--- src/rtl/key_board_controler.sv ---
// rtl/key_board_controler.sv - PS/2 keyboard receiver with prefix capture and level interrupt
// Optional parity checking is enabled by defining KBD_PARITY_CHECK_EN.
module key_board_controler #(
    parameter int FILTER_LEN     = 8,
    parameter int TIMEOUT_CYCLES = 50000
) (
    input  logic        clk,
    input  logic        rst,
    input  logic        PS2C,
    input  logic        PS2D,
    input  logic        InteAccept,
    output logic [15:0] scanCode,
    output logic        KeyBoardInte
);
    localparam int FW = $clog2(FILTER_LEN + 1);
    localparam int TW = $clog2(TIMEOUT_CYCLES + 1);

    logic [1:0]    c_sync;
    logic [1:0]    d_sync;
    logic [FW-1:0] filt_cnt;
    logic          filt_level;
    logic          fall;
    logic [3:0]    bit_cnt;
    logic [7:0]    shreg;
    logic [TW-1:0] idle_cnt;
    logic [7:0]    prefix;
    logic          parity_ok;
    logic          frame_ok;
    logic          is_prefix;

    always_ff @(posedge clk) begin
        if (rst) begin
            c_sync <= 2'b11;
            d_sync <= 2'b11;
        end else begin
            c_sync <= {c_sync[0], PS2C};
            d_sync <= {d_sync[0], PS2D};
        end
    end

    // Level flips only after FILTER_LEN consecutive samples disagree with it;
    // fall is a one-cycle pulse following a 1->0 flip.
    always_ff @(posedge clk) begin
        if (rst) begin
            filt_level <= 1'b1;
            filt_cnt   <= '0;
            fall       <= 1'b0;
        end else begin
            fall <= 1'b0;
            if (c_sync[1] == filt_level) begin
                filt_cnt <= '0;
            end else if (filt_cnt == FW'(FILTER_LEN - 1)) begin
                filt_level <= c_sync[1];
                filt_cnt   <= '0;
                fall       <= filt_level;
            end else begin
                filt_cnt <= filt_cnt + FW'(1);
            end
        end
    end

`ifdef KBD_PARITY_CHECK_EN
    logic par_bit;
    assign parity_ok = ^{shreg, par_bit};
`else
    assign parity_ok = 1'b1;
`endif

    always_ff @(posedge clk) begin
        if (rst) begin
            bit_cnt  <= '0;
            shreg    <= '0;
            idle_cnt <= '0;
`ifdef KBD_PARITY_CHECK_EN
            par_bit  <= 1'b0;
`endif
        end else if (fall) begin
            idle_cnt <= '0;
            if (bit_cnt == 4'd0) begin
                if (!d_sync[1]) bit_cnt <= 4'd1;
            end else if (bit_cnt <= 4'd8) begin
                shreg   <= {d_sync[1], shreg[7:1]};
                bit_cnt <= bit_cnt + 4'd1;
            end else if (bit_cnt == 4'd9) begin
`ifdef KBD_PARITY_CHECK_EN
                par_bit <= d_sync[1];
`endif
                bit_cnt <= 4'd10;
            end else begin
                bit_cnt <= 4'd0;
            end
        end else if (bit_cnt != 4'd0) begin
            if (idle_cnt == TW'(TIMEOUT_CYCLES - 1)) begin
                bit_cnt  <= '0;
                idle_cnt <= '0;
            end else begin
                idle_cnt <= idle_cnt + TW'(1);
            end
        end else begin
            idle_cnt <= '0;
        end
    end

    assign frame_ok  = fall && (bit_cnt == 4'd10) && d_sync[1] && parity_ok;
    assign is_prefix = (shreg == 8'hE0) || (shreg == 8'hF0);

    // A completing non-prefix code outranks InteAccept in the same cycle.
    always_ff @(posedge clk) begin
        if (rst) begin
            scanCode     <= 16'h0000;
            KeyBoardInte <= 1'b0;
            prefix       <= 8'h00;
        end else if (frame_ok && !is_prefix) begin
            scanCode     <= {prefix, shreg};
            prefix       <= 8'h00;
            KeyBoardInte <= 1'b1;
        end else begin
            if (frame_ok) prefix <= shreg;
            if (InteAccept) KeyBoardInte <= 1'b0;
        end
    end
endmodule

--- config.mk ---
export PLATFORM = sky130hd
export DESIGN_NAME = key_board_controler
export DESIGN_NICKNAME = d
export VERILOG_FILES = /design/src/rtl/key_board_controler.sv
export SDC_FILE = /design/constraint.sdc
export NUM_CORES = 1
export LEC_CHECK = 0
export CAP_MARGIN = 15
export CELL_PAD_IN_SITES_DETAIL_PLACEMENT = 1
export CELL_PAD_IN_SITES_GLOBAL_PLACEMENT = 1
export CORE_MARGIN = 2
export CORE_UTILIZATION = 45
export CTS_CLUSTER_SIZE = 25
export DETAILED_ROUTE_END_ITERATION = 16
export PLACE_DENSITY = 0.79
export SKIP_CTS_REPAIR_TIMING = 1
export SLEW_MARGIN = 20
export SYNTH_ARGS = -nofsm -noshare
export SYNTH_HDL_FRONTEND = slang
export SYNTH_SLANG_ARGS = --single-unit
--- constraint.sdc ---
create_clock -name clk -period 4.64 [get_ports clk]
set_input_delay 0.928 -clock clk [delete_from_list [all_inputs] [get_ports clk]]
set_output_delay 0.928 -clock clk [all_outputs]
set_load 0.01 [all_outputs]
==> flow_metrics.env, run 1 <==
export IMPL_status="complete, no violations"
export IMPL_maxSlewViolCount=0
export IMPL_fin_util=0.544
export IMPL_tightest_slew_ns=0.743
export IMPL_fp_coreArea_um2=5890
export IMPL_min_path_cells=1
export IMPL_async_flop_share=0
export IMPL_rsz0062_at_grt="false"
export IMPL_ios=22
export IMPL_yosysTopAreaCell="dfxtp_1"
export IMPL_yosysWarnings=0
export IMPL_p_leak_uw=0.000997
export IMPL_crit_required_ns=4.90
export IMPL_r2r_end="shreg[1]$_SDFFE_PP0P_"
export IMPL_cts_tree="built"
export IMPL_synth_edf_count=0
export IMPL_hold_viol_final=0
export IMPL_synthesis_instances=290
export IMPL_path_clk_slew_ns=0.07
export IMPL_avgSynthCellArea_um2=9.45
export IMPL_die_w_um=82.0
export IMPL_slew_headroom=0.503
export IMPL_path_max_fanout=28
export IMPL_yosysMostFrequentCell="dfxtp_1"
export IMPL_ys_flop_type="dfxtp_1"
export IMPL_via_per_inst=5.27
export IMPL_fill_cells=701
export IMPL_route_detailed_drc=0
export IMPL_drtIter0Drc=83
export IMPL_synth_compound_area_share=0.0753
export IMPL_critPathLaunchType="primary input"
export IMPL_area_growth_pct=16.8
export IMPL_rows=28
export IMPL_hp_class="flop to flop"
export IMPL_dr_pass1_iters=4
export IMPL_r2r_start="bit_cnt[0]$_SDFFE_PP0P_"
export IMPL_synth_fa_ha_area_frac=0.0274
export IMPL_worst_clock_skew_ns=0.0124
export IMPL_yosys_mux_area_fraction=0.0694
export IMPL_p_seq_frac=0.512
export IMPL_irDropWorstVdd_mv=0.225
export IMPL_p_int_uw=833
export IMPL_clk_latency_ns=0.34
export IMPL_preCtsSetupSlack_ns=1.84
export IMPL_synth_area_um2=2740
export IMPL_yosysSeqAreaShare=0.460
export IMPL_drv_cap=0
export IMPL_syn_nets=301
export IMPL_fin_hold_ws_ns=0.410
export IMPL_place_congestion=0.774
export IMPL_cts_max_level=3
export IMPL_synth_top_family_by_area="simple AND/OR/NAND/NOR gates"
export IMPL_p_sw_uw=235
export IMPL_wl_per_cell_um=14.2
export IMPL_switching_share=0.220
export IMPL_overflow=0
export IMPL_postRouteAntennaNets=0
export IMPL_arrival_ns=2.65
export IMPL_dieHeight_um=82.0
export IMPL_ys_top_cells_by_count="dfxtp_1, nand2b_1, mux2i_1, nand3_1, xnor2_1"
export IMPL_fin_crit_sh=0.515
export IMPL_grt_pass1_wl_um=9370
export IMPL_cts_root_buffer="clkbuf_8"
export IMPL_synth_top_cell_area_share=0.460
export IMPL_hold_start="c_sync[0]$_SDFF_PP1_"
export IMPL_grt_usage=0.186
export IMPL_synthSimpleGateAreaFrac=0.271
export IMPL_synth_xor_area_share=0.0607
export IMPL_final_setup_worst_slack_ns=2.25
export IMPL_synthTopCellsByArea="dfxtp_1, mux2i_1, nand2b_1, xnor2_1, nand3_1"
export IMPL_wirelength_um=5550
export IMPL_vias=2055
export IMPL_clock_fmax_mhz=419
export IMPL_yosysUniqueCellTypes=43
export IMPL_min_period_ns=2.39
export IMPL_setup_viol=0
export IMPL_start_util=0.466
export IMPL_ys_seq_elements=63
export IMPL_num_antenna_cells=0
export IMPL_worstRegToRegCells=6
export IMPL_antenna_found_initial=0
export IMPL_worstHoldEndpoint="c_sync[1]$_SDFF_PP1_"
export IMPL_layout_drive_gt1_share=0.114
export IMPL_reg2reg_slack_ns=2.48
export IMPL_clock_sinks=63
export IMPL_endpoint_kind="flop"
export IMPL_pwr_share_clk=0.458
export IMPL_grt_pass1_vias=2019
export IMPL_die_area_um2=6730
export IMPL_dp_hpwl_um=3940
export IMPL_clockBufferDepth=2
export IMPL_power_density_nw_per_um2=334
export IMPL_cts_buffers=9
export IMPL_combPwrFrac=0.030
export IMPL_io_buffers=21
export IMPL_grt_start_max_net_pins=33
export IMPL_tns_ns=0
export IMPL_worstSetupPathType="primary input to flop"
export IMPL_fin_nets=321
## cells in the final DEF, fill, tap and decap left out, types with 3 or more instances in the layout
cell type / n
dfxtp_1: 63
nand2b_1: 29
clkdlybuf4s50_1: 21
mux2i_1: 19
nand3_1: 17
xnor2_1: 15
nor2_1: 14
a21oi_1: 13
clkbuf_8: 11
nor3_1: 10
nor2_2: 10
o21ai_0: 10
nand2_1: 8
nor4_1: 8
inv_1: 7
ha_1: 6
xor2_1: 4
nand3b_1: 4
or2_2: 4
and2_1: 4
nand4_1: 3
nor2b_1: 3
## power groups by stage
stage | Clock [uW] | Combinational, uW | Sequential (uW)
2_1_floorplan | 0 | 25.1 | 558
3_3_place_gp | 0 | 31.8 | 558
3_5_place_dp | 0 | 32.7 | 559
4_1_cts | 502 | 32.8 | 546
5_1_grt | 531 | 35.7 | 546
6_report | 489 | 32.4 | 546
## per-layer routing
| metal | global-route usage | share of wire | vias up |
|---|---|---|---|
| met2 | 0.302 | 0.48 | 21 |
| met1 | 0.230 | 0.48 | 975 |
| met5 | 0 | 0 | - |
| met3 | 0.0429 | 0.024 | 12 |
| li1 | - | - | 1047 |
| met4 | 0.0950 | 0.021 | 0 |
## registers in the layout (all words and copies together) (netlist names)
signal,cells
idle_cnt,16
scanCode,16
prefix,8
shreg,8
bit_cnt,4
filt_cnt,4
c_sync,2
d_sync,2
KeyBoardInte,1
fall,1
filt_level,1
## area by class of cell
| class | instances | area (um^2) | area share |
|---|---|---|---|
| Clock inverter | 5 | 56.3 | 0.0176 |
| Timing Repair Buffer | 23 | 225 | 0.0704 |
| Sequential cell | 63 | 1260 | 0.394 |
| Multi-Input combinational cell | 206 | 1390 | 0.433 |
| Clock buffer | 11 | 151 | 0.0473 |
| Inverter | 7 | 26.3 | 0.00821 |
| Tap cell | 75 | 93.8 | 0.0293 |
## cells by family after synthesis
kind of cell | after synthesis
AND/OR/NAND/NOR | 127
flip-flops | 63
AO/OA/AOI/OAI | 35
buffers and inverters | 21
XOR/XNOR | 19
multiplexers | 19
adder cells (fa/ha/maj) | 6
## worst max-delay path, stage by stage
cell and delay (ns):
clkdlybuf4s50_1 0.79, nor3_1 0.53, nand2_4 0.23, nor2_2 0.16
## through the flow
step                area (um^2)  total power, uW  instances
floorplan                  2740              583        290
global placement           2990              590        374
detailed placement         2990              592        374
CTS                        3200             1080        390
global route               3200             1110        390
finish                     3200             1070        390
## worst max path at each step
stage	startpoint	endpoint	slack, ns	cells after the start
6_report	rst	idle_cnt[9]$_SDFF_PP0_	2.25	4
3_3_place_gp	rst	idle_cnt[6]$_SDFF_PP0_	1.95	4
4_1_cts	rst	idle_cnt[9]$_SDFF_PP0_	2.20	4
3_5_place_dp	rst	idle_cnt[6]$_SDFF_PP0_	1.84	4
2_1_floorplan	idle_cnt[13]$_SDFF_PP0_	idle_cnt[15]$_SDFF_PP0_	2.81	6
5_1_grt	rst	idle_cnt[9]$_SDFF_PP0_	2.06	4
No activity file was read; power rests on OpenSTA's default activity.
==> inputs of run 2 (changes only) <==
--- a/config.mk
+++ b/config.mk
@@ -9,10 +9,10 @@
 export CELL_PAD_IN_SITES_DETAIL_PLACEMENT = 1
 export CELL_PAD_IN_SITES_GLOBAL_PLACEMENT = 1
 export CORE_MARGIN = 2
-export CORE_UTILIZATION = 45
+export CORE_UTILIZATION = 44
 export CTS_CLUSTER_SIZE = 25
 export DETAILED_ROUTE_END_ITERATION = 16
-export PLACE_DENSITY = 0.79
+export PLACE_DENSITY = 0.78
 export SKIP_CTS_REPAIR_TIMING = 1
 export SLEW_MARGIN = 20
 export SYNTH_ARGS = -nofsm -noshare
==> constraint.sdc (replaced) <==
create_clock -name clk -period 2.25 [get_ports clk]
set_input_delay 0.45 -clock clk [delete_from_list [all_inputs] [get_ports clk]]
set_output_delay 0.45 -clock clk [all_outputs]
set_load 0.01 [all_outputs]
==> run 2 against run 1 <==
Net effect: final cell count grew 1.3%; via count increased by 2.6%; setup slack got worse by 2.0 ns; worst hold slack gained 0.0057 ns; clock power up 120%; utilization grew 0.39 points; register-to-register slack got worse by 2.2 ns.
==> flow_metrics.env, run 2 (synthesized netlist as in run 1, its figures left out) <==
export IMPL_clock_sinks=63
export IMPL_critPathLaunchType="flop"
export IMPL_pwr_share_clk=0.470
export IMPL_switching_share=0.207
export IMPL_crit_required_ns=2.47
export IMPL_cts_root_buffer="clkbuf_8"
export IMPL_status="complete, no violations"
export IMPL_rsz0062_at_grt="false"
export IMPL_p_sw_uw=469
export IMPL_maxSlewViolCount=0
export IMPL_path_clk_slew_ns=0.07
export IMPL_slowest_stage="or4_1"
export IMPL_cts_max_level=3
export IMPL_dr_pass1_iters=4
export IMPL_fp_coreArea_um2=5960
export IMPL_path_cells="or4_1 -> or4_1 -> nand2_4 -> nor2_1"
export IMPL_p_leak_uw=0.00104
export IMPL_dp_hpwl_um=3790
export IMPL_cts_tree="built"
export IMPL_drtIter0Drc=61
export IMPL_grt_pass1_wl_um=10200
export IMPL_dieHeight_um=82.9
export IMPL_reg_top3="idle_cnt x16, scanCode x16"
export IMPL_route_detailed_drc=0
export IMPL_gr_usage_met1=0.227
export IMPL_die_area_um2=6870
export IMPL_area_growth_pct=19.0
export IMPL_clk_latency_ns=0.34
export IMPL_dp_cells=380
export IMPL_path_max_fanout=14
export IMPL_final_cell_mix="dfxtp_1, nand2b_1, clkdlybuf4s50_1, mux2i_1, nand3_1"
export IMPL_layout_drive_gt1_share=0.125
export IMPL_irDropWorstVdd_mv=0.458
export IMPL_met2_usage=0.298
export IMPL_ios=22
export IMPL_grt_usage=0.183
export IMPL_num_antenna_cells=0
export IMPL_tns_ns=0
export IMPL_wirelength_um=5820
export IMPL_crit_top_cell="or4_1"
export IMPL_clockBufferDepth=2
export IMPL_hold_viol_final=0
export IMPL_combPwrFrac=0.033
export IMPL_cpPeakStageDelay_ns=0.66
export IMPL_overflow=0
export IMPL_power_density_nw_per_um2=696
export IMPL_tightest_slew_ns=0.495
export IMPL_min_period_ns=2.00
export IMPL_via_per_inst=5.34
export IMPL_endpoint_kind="flop"
export IMPL_wl_per_cell_um=14.7
export IMPL_layout_commonest_cell="dfxtp_1"
export IMPL_reg2reg_slack_ns=0.25
export IMPL_antenna_found_initial=0
export IMPL_grt_pass1_vias=2141
export IMPL_setup_viol=0
export IMPL_vias=2109
export IMPL_rows=28
export IMPL_p_seq_frac=0.497
export IMPL_fin_crit_sh=0.890
export IMPL_use_met3=0.0596
export IMPL_busiest_layer="met2"
export IMPL_grt_start_max_net_pins=59
export IMPL_postRouteAntennaNets=0
export IMPL_place_congestion=0.774
export IMPL_fin_nets=327
export IMPL_worstSetupPathType="flop to flop"
export IMPL_cts_buffers=9
export IMPL_drv_cap=0
export IMPL_start_util=0.460
export IMPL_die_w_um=82.9
export IMPL_io_buffers=21
export IMPL_p_int_uw=1800
export IMPL_arrival_ns=2.22
export IMPL_worst_clock_skew_ns=0.00689
export IMPL_hp_class="flop to flop"
export IMPL_fin_cells=395
export IMPL_slew_headroom=0.669
export IMPL_clock_fmax_mhz=499
run 2: changes by cell type in the layout (fill, tap and decap cells not counted), sizes merged:
cell      before  now
bufinv         1    2
clkinv         3    2
clkinvlp       1    0
buf            2    8
run 2: worst paths after layout:
kind	cells after the start	end	startpoint
hold / removal	1	c_sync[1]$_SDFF_PP1_	c_sync[0]$_SDFF_PP1_
hold reg to reg	1	c_sync[1]$_SDFF_PP1_	c_sync[0]$_SDFF_PP1_
setup reg to reg	4	idle_cnt[12]$_SDFF_PP0_	idle_cnt[11]$_SDFF_PP0_
setup / recovery	4	idle_cnt[12]$_SDFF_PP0_	idle_cnt[11]$_SDFF_PP0_
run 2: power groups by stage:
stage                     sequential [uW]  combinational [uW]  clock, uW
after floorplan                      1150                51.8          0
after global placement               1150                74.9          0
after detailed placement             1150                75.7          0
after CTS                            1130                76.6       1090
after global routing                 1130                83.1       1150
final                                1130                75.4       1070
run 2: routing by layer:
layer  wire, um  part of all wire
met3        184             0.032
met1       2750              0.47
met5          0                 0
met2       2750              0.47
met4        140             0.024
run 2: through the flow:
stage,hold WS (ns),util,power [uW],area (um^2),setup slack [ns]
final,0.416,0.547,2270,3260,0.248
after global routing,0.443,0.547,2360,3260,0.0916
after CTS,0.422,0.547,2300,3260,0.228
after detailed placement,0.405,0.512,1230,3050,0.251
after global placement,0.395,0.512,1230,3050,0.314
after floorplan,0.389,-,1200,2740,0.416
run 2: layout make-up:
| class | instances | area (um^2) |
|---|---|---|
| well taps | 75 | 93.8 |
| repair buffers | 29 | 283 |
| fillers | 684 | 2700 |
| clock buffers | 11 | 141 |
| flip-flops and latches | 63 | 1260 |
| clock inverters | 4 | 70.1 |
| multi-input cells | 206 | 1390 |
| inverters | 7 | 26.3 |
run 2: critical path: cells and delay by family (launching register included):
kind / cells / cell delay [ns]
DFF: 1 / 0.36
and+or+nand+nor: 4 / 1.51
==> inputs of run 3 (changes only) <==
--- a/config.mk
+++ b/config.mk
@@ -8,7 +8,7 @@
 export CAP_MARGIN = 15
 export CELL_PAD_IN_SITES_DETAIL_PLACEMENT = 1
 export CELL_PAD_IN_SITES_GLOBAL_PLACEMENT = 1
-export CORE_MARGIN = 2
+export CORE_MARGIN = 1.5
 export CORE_UTILIZATION = 44
 export CTS_CLUSTER_SIZE = 25
 export DETAILED_ROUTE_END_ITERATION = 16
==> run 3 against run 2 <==
Net effect: flip-flop and latch count did not move; power barely moved; setup slack better by 0.013 ns; routed wire length shrank 0.50%; clock skew is 0.0011 ns lower; sequential share of layout area did not move; design area did not move; die area shrank 2.4%; utilization stayed put; critical endpoint unchanged; largest cell class unchanged.
==> flow_metrics.env, run 3 (synthesized netlist as in run 1, its figures left out) <==
export IMPL_cts_root_buffer="clkbuf_8"
export IMPL_seqCellArea_um2=1260
export IMPL_path_max_fanout=14
export IMPL_setup_viol=0
export IMPL_drv_cap=0
export IMPL_tns_ns=0
export IMPL_layout_commonest_cell="dfxtp_1"
export IMPL_grt_pass1_vias=1998
export IMPL_cp_buffers_inverters=0
export IMPL_irDropWorstVdd_mv=0.365
export IMPL_p_seq_frac=0.496
export IMPL_crit_top_cell="or4_1"
export IMPL_layout_drive_gt1_share=0.125
export IMPL_io_buffers=21
export IMPL_final_cell_mix="dfxtp_1, nand2b_1, clkdlybuf4s50_1, mux2i_1, nand3_1"
export IMPL_fp_coreArea_um2=5960
export IMPL_combPwrFrac=0.033
export IMPL_crit_required_ns=2.47
export IMPL_dieHeight_um=81.9
export IMPL_slowest_stage="or4_1"
export IMPL_cts_max_level=3
export IMPL_endpoint_kind="flop"
export IMPL_vias=2112
export IMPL_dr_pass1_iters=4
export IMPL_grt_start_max_net_pins=59
export IMPL_arrival_ns=2.21
export IMPL_final_setup_worst_slack_ns=0.261
export IMPL_ios=22
export IMPL_fin_crit_sh=0.884
export IMPL_p_leak_uw=0.00104
export IMPL_via_per_inst=5.35
export IMPL_min_period_ns=1.99
export IMPL_path_cells="or4_1 -> or4_1 -> nand2_4 -> nor2_1"
export IMPL_route_detailed_drc=0
export IMPL_overflow=0
export IMPL_clockBufferDepth=2
export IMPL_hp_class="flop to flop"
export IMPL_die_w_um=81.9
export IMPL_num_antenna_cells=0
export IMPL_die_area_um2=6710
export IMPL_critPathLaunchType="flop"
export IMPL_p_sw_uw=470
export IMPL_cts_tree="built"
export IMPL_clk_latency_ns=0.34
export IMPL_slew_headroom=0.676
export IMPL_tightest_slew_ns=0.485
export IMPL_antenna_found_initial=0
export IMPL_area_growth_pct=19.0
export IMPL_start_util=0.460
export IMPL_power_density_nw_per_um2=696
export IMPL_drtIter0Drc=69
export IMPL_path_clk_slew_ns=0.07
export IMPL_dp_hpwl_um=3760
export IMPL_postRouteAntennaNets=0
export IMPL_cpPeakStageDelay_ns=0.68
export IMPL_rows=28
export IMPL_fin_nets=327
export IMPL_clock_fmax_mhz=503
export IMPL_preCtsSetupSlack_ns=0.263
export IMPL_multi_input_comb_area_um2=1390
export IMPL_maxSlewViolCount=0
export IMPL_grt_pass1_wl_um=9760
export IMPL_switching_share=0.207
export IMPL_cts_buffers=9
export IMPL_p_int_uw=1800
export IMPL_reg_top3="idle_cnt x16, scanCode x16"
export IMPL_worst_clock_skew_ns=0.00583
export IMPL_pwr_share_clk=0.470
export IMPL_wirelength_um=5790
export IMPL_cp_top_family="simple AND/OR/NAND/NOR gates"
export IMPL_grt_usage=0.194
export IMPL_place_congestion=0.769
export IMPL_status="complete, no violations"
export IMPL_clock_sinks=63
export IMPL_wl_per_cell_um=14.7
export IMPL_rsz0062_at_grt="false"
export IMPL_worstSetupPathType="flop to flop"
export IMPL_fill_cells=694
export IMPL_hold_viol_final=0
[run 3: cell counts in the layout (fill, tap and decap cells not counted)]
No cell type changed its count.
[run 3: path summary, 6_finish.rpt]
check	depth (start not counted)	end	slack [ns]	start
worst max-delay path	4	idle_cnt[12]$_SDFF_PP0_	0.26	idle_cnt[11]$_SDFF_PP0_
worst min register to register	1	c_sync[1]$_SDFF_PP1_	0.42	c_sync[0]$_SDFF_PP1_
worst max register to register	4	idle_cnt[12]$_SDFF_PP0_	0.26	idle_cnt[11]$_SDFF_PP0_
worst min-delay path	1	c_sync[1]$_SDFF_PP1_	0.42	c_sync[0]$_SDFF_PP1_
[run 3: worst reg2reg max path: stages (launching register included)]
cell and delay (ns):
dfxtp_1 0.35, or4_1 0.49, or4_1 0.68, nand2_4 0.27, nor2_1 0.09
[run 3: stage by stage]
step / cells / cell area (um^2) / power, uW / hold slack [ns] / util
after floorplan: 290 / 2740 / 1200 / 0.389 / -
after global placement: 380 / 3050 / 1230 / 0.395 / 0.512
after detailed placement: 380 / 3050 / 1230 / 0.406 / 0.512
after CTS: 395 / 3260 / 2300 / 0.424 / 0.547
after global routing: 395 / 3260 / 2350 / 0.434 / 0.547
final: 395 / 3260 / 2270 / 0.417 / 0.547
[run 3: power groups by stage]
| stage | Clock, uW | Sequential, uW | Combinational [uW] |
|---|---|---|---|
| final | 1070 | 1130 | 75.8 |
| after global routing | 1140 | 1130 | 83.4 |
| after CTS | 1090 | 1130 | 76.3 |
| after detailed placement | 0 | 1150 | 75.3 |
| after global placement | 0 | 1150 | 74.7 |
| after floorplan | 0 | 1150 | 51.8 |
[run 3: routing by layer]
layer	wire, um	global-route usage	share of wire	vias to the layer above
met3	163	0.0667	0.028	8
met4	63	0.0610	0.011	0
met1	2790	0.242	0.48	1029
li1	-	-	-	1052
met5	0	0	0	-
met2	2780	0.312	0.48	23
[run 3: final cells by class]
type                       count  area share
multi-input combinational    206       0.425
clock inverter                 4      0.0215
clock buffer                  11      0.0434
tap                           75      0.0288
timing repair buffer          29      0.0867
sequential                    63       0.387
inverter                       7     0.00806
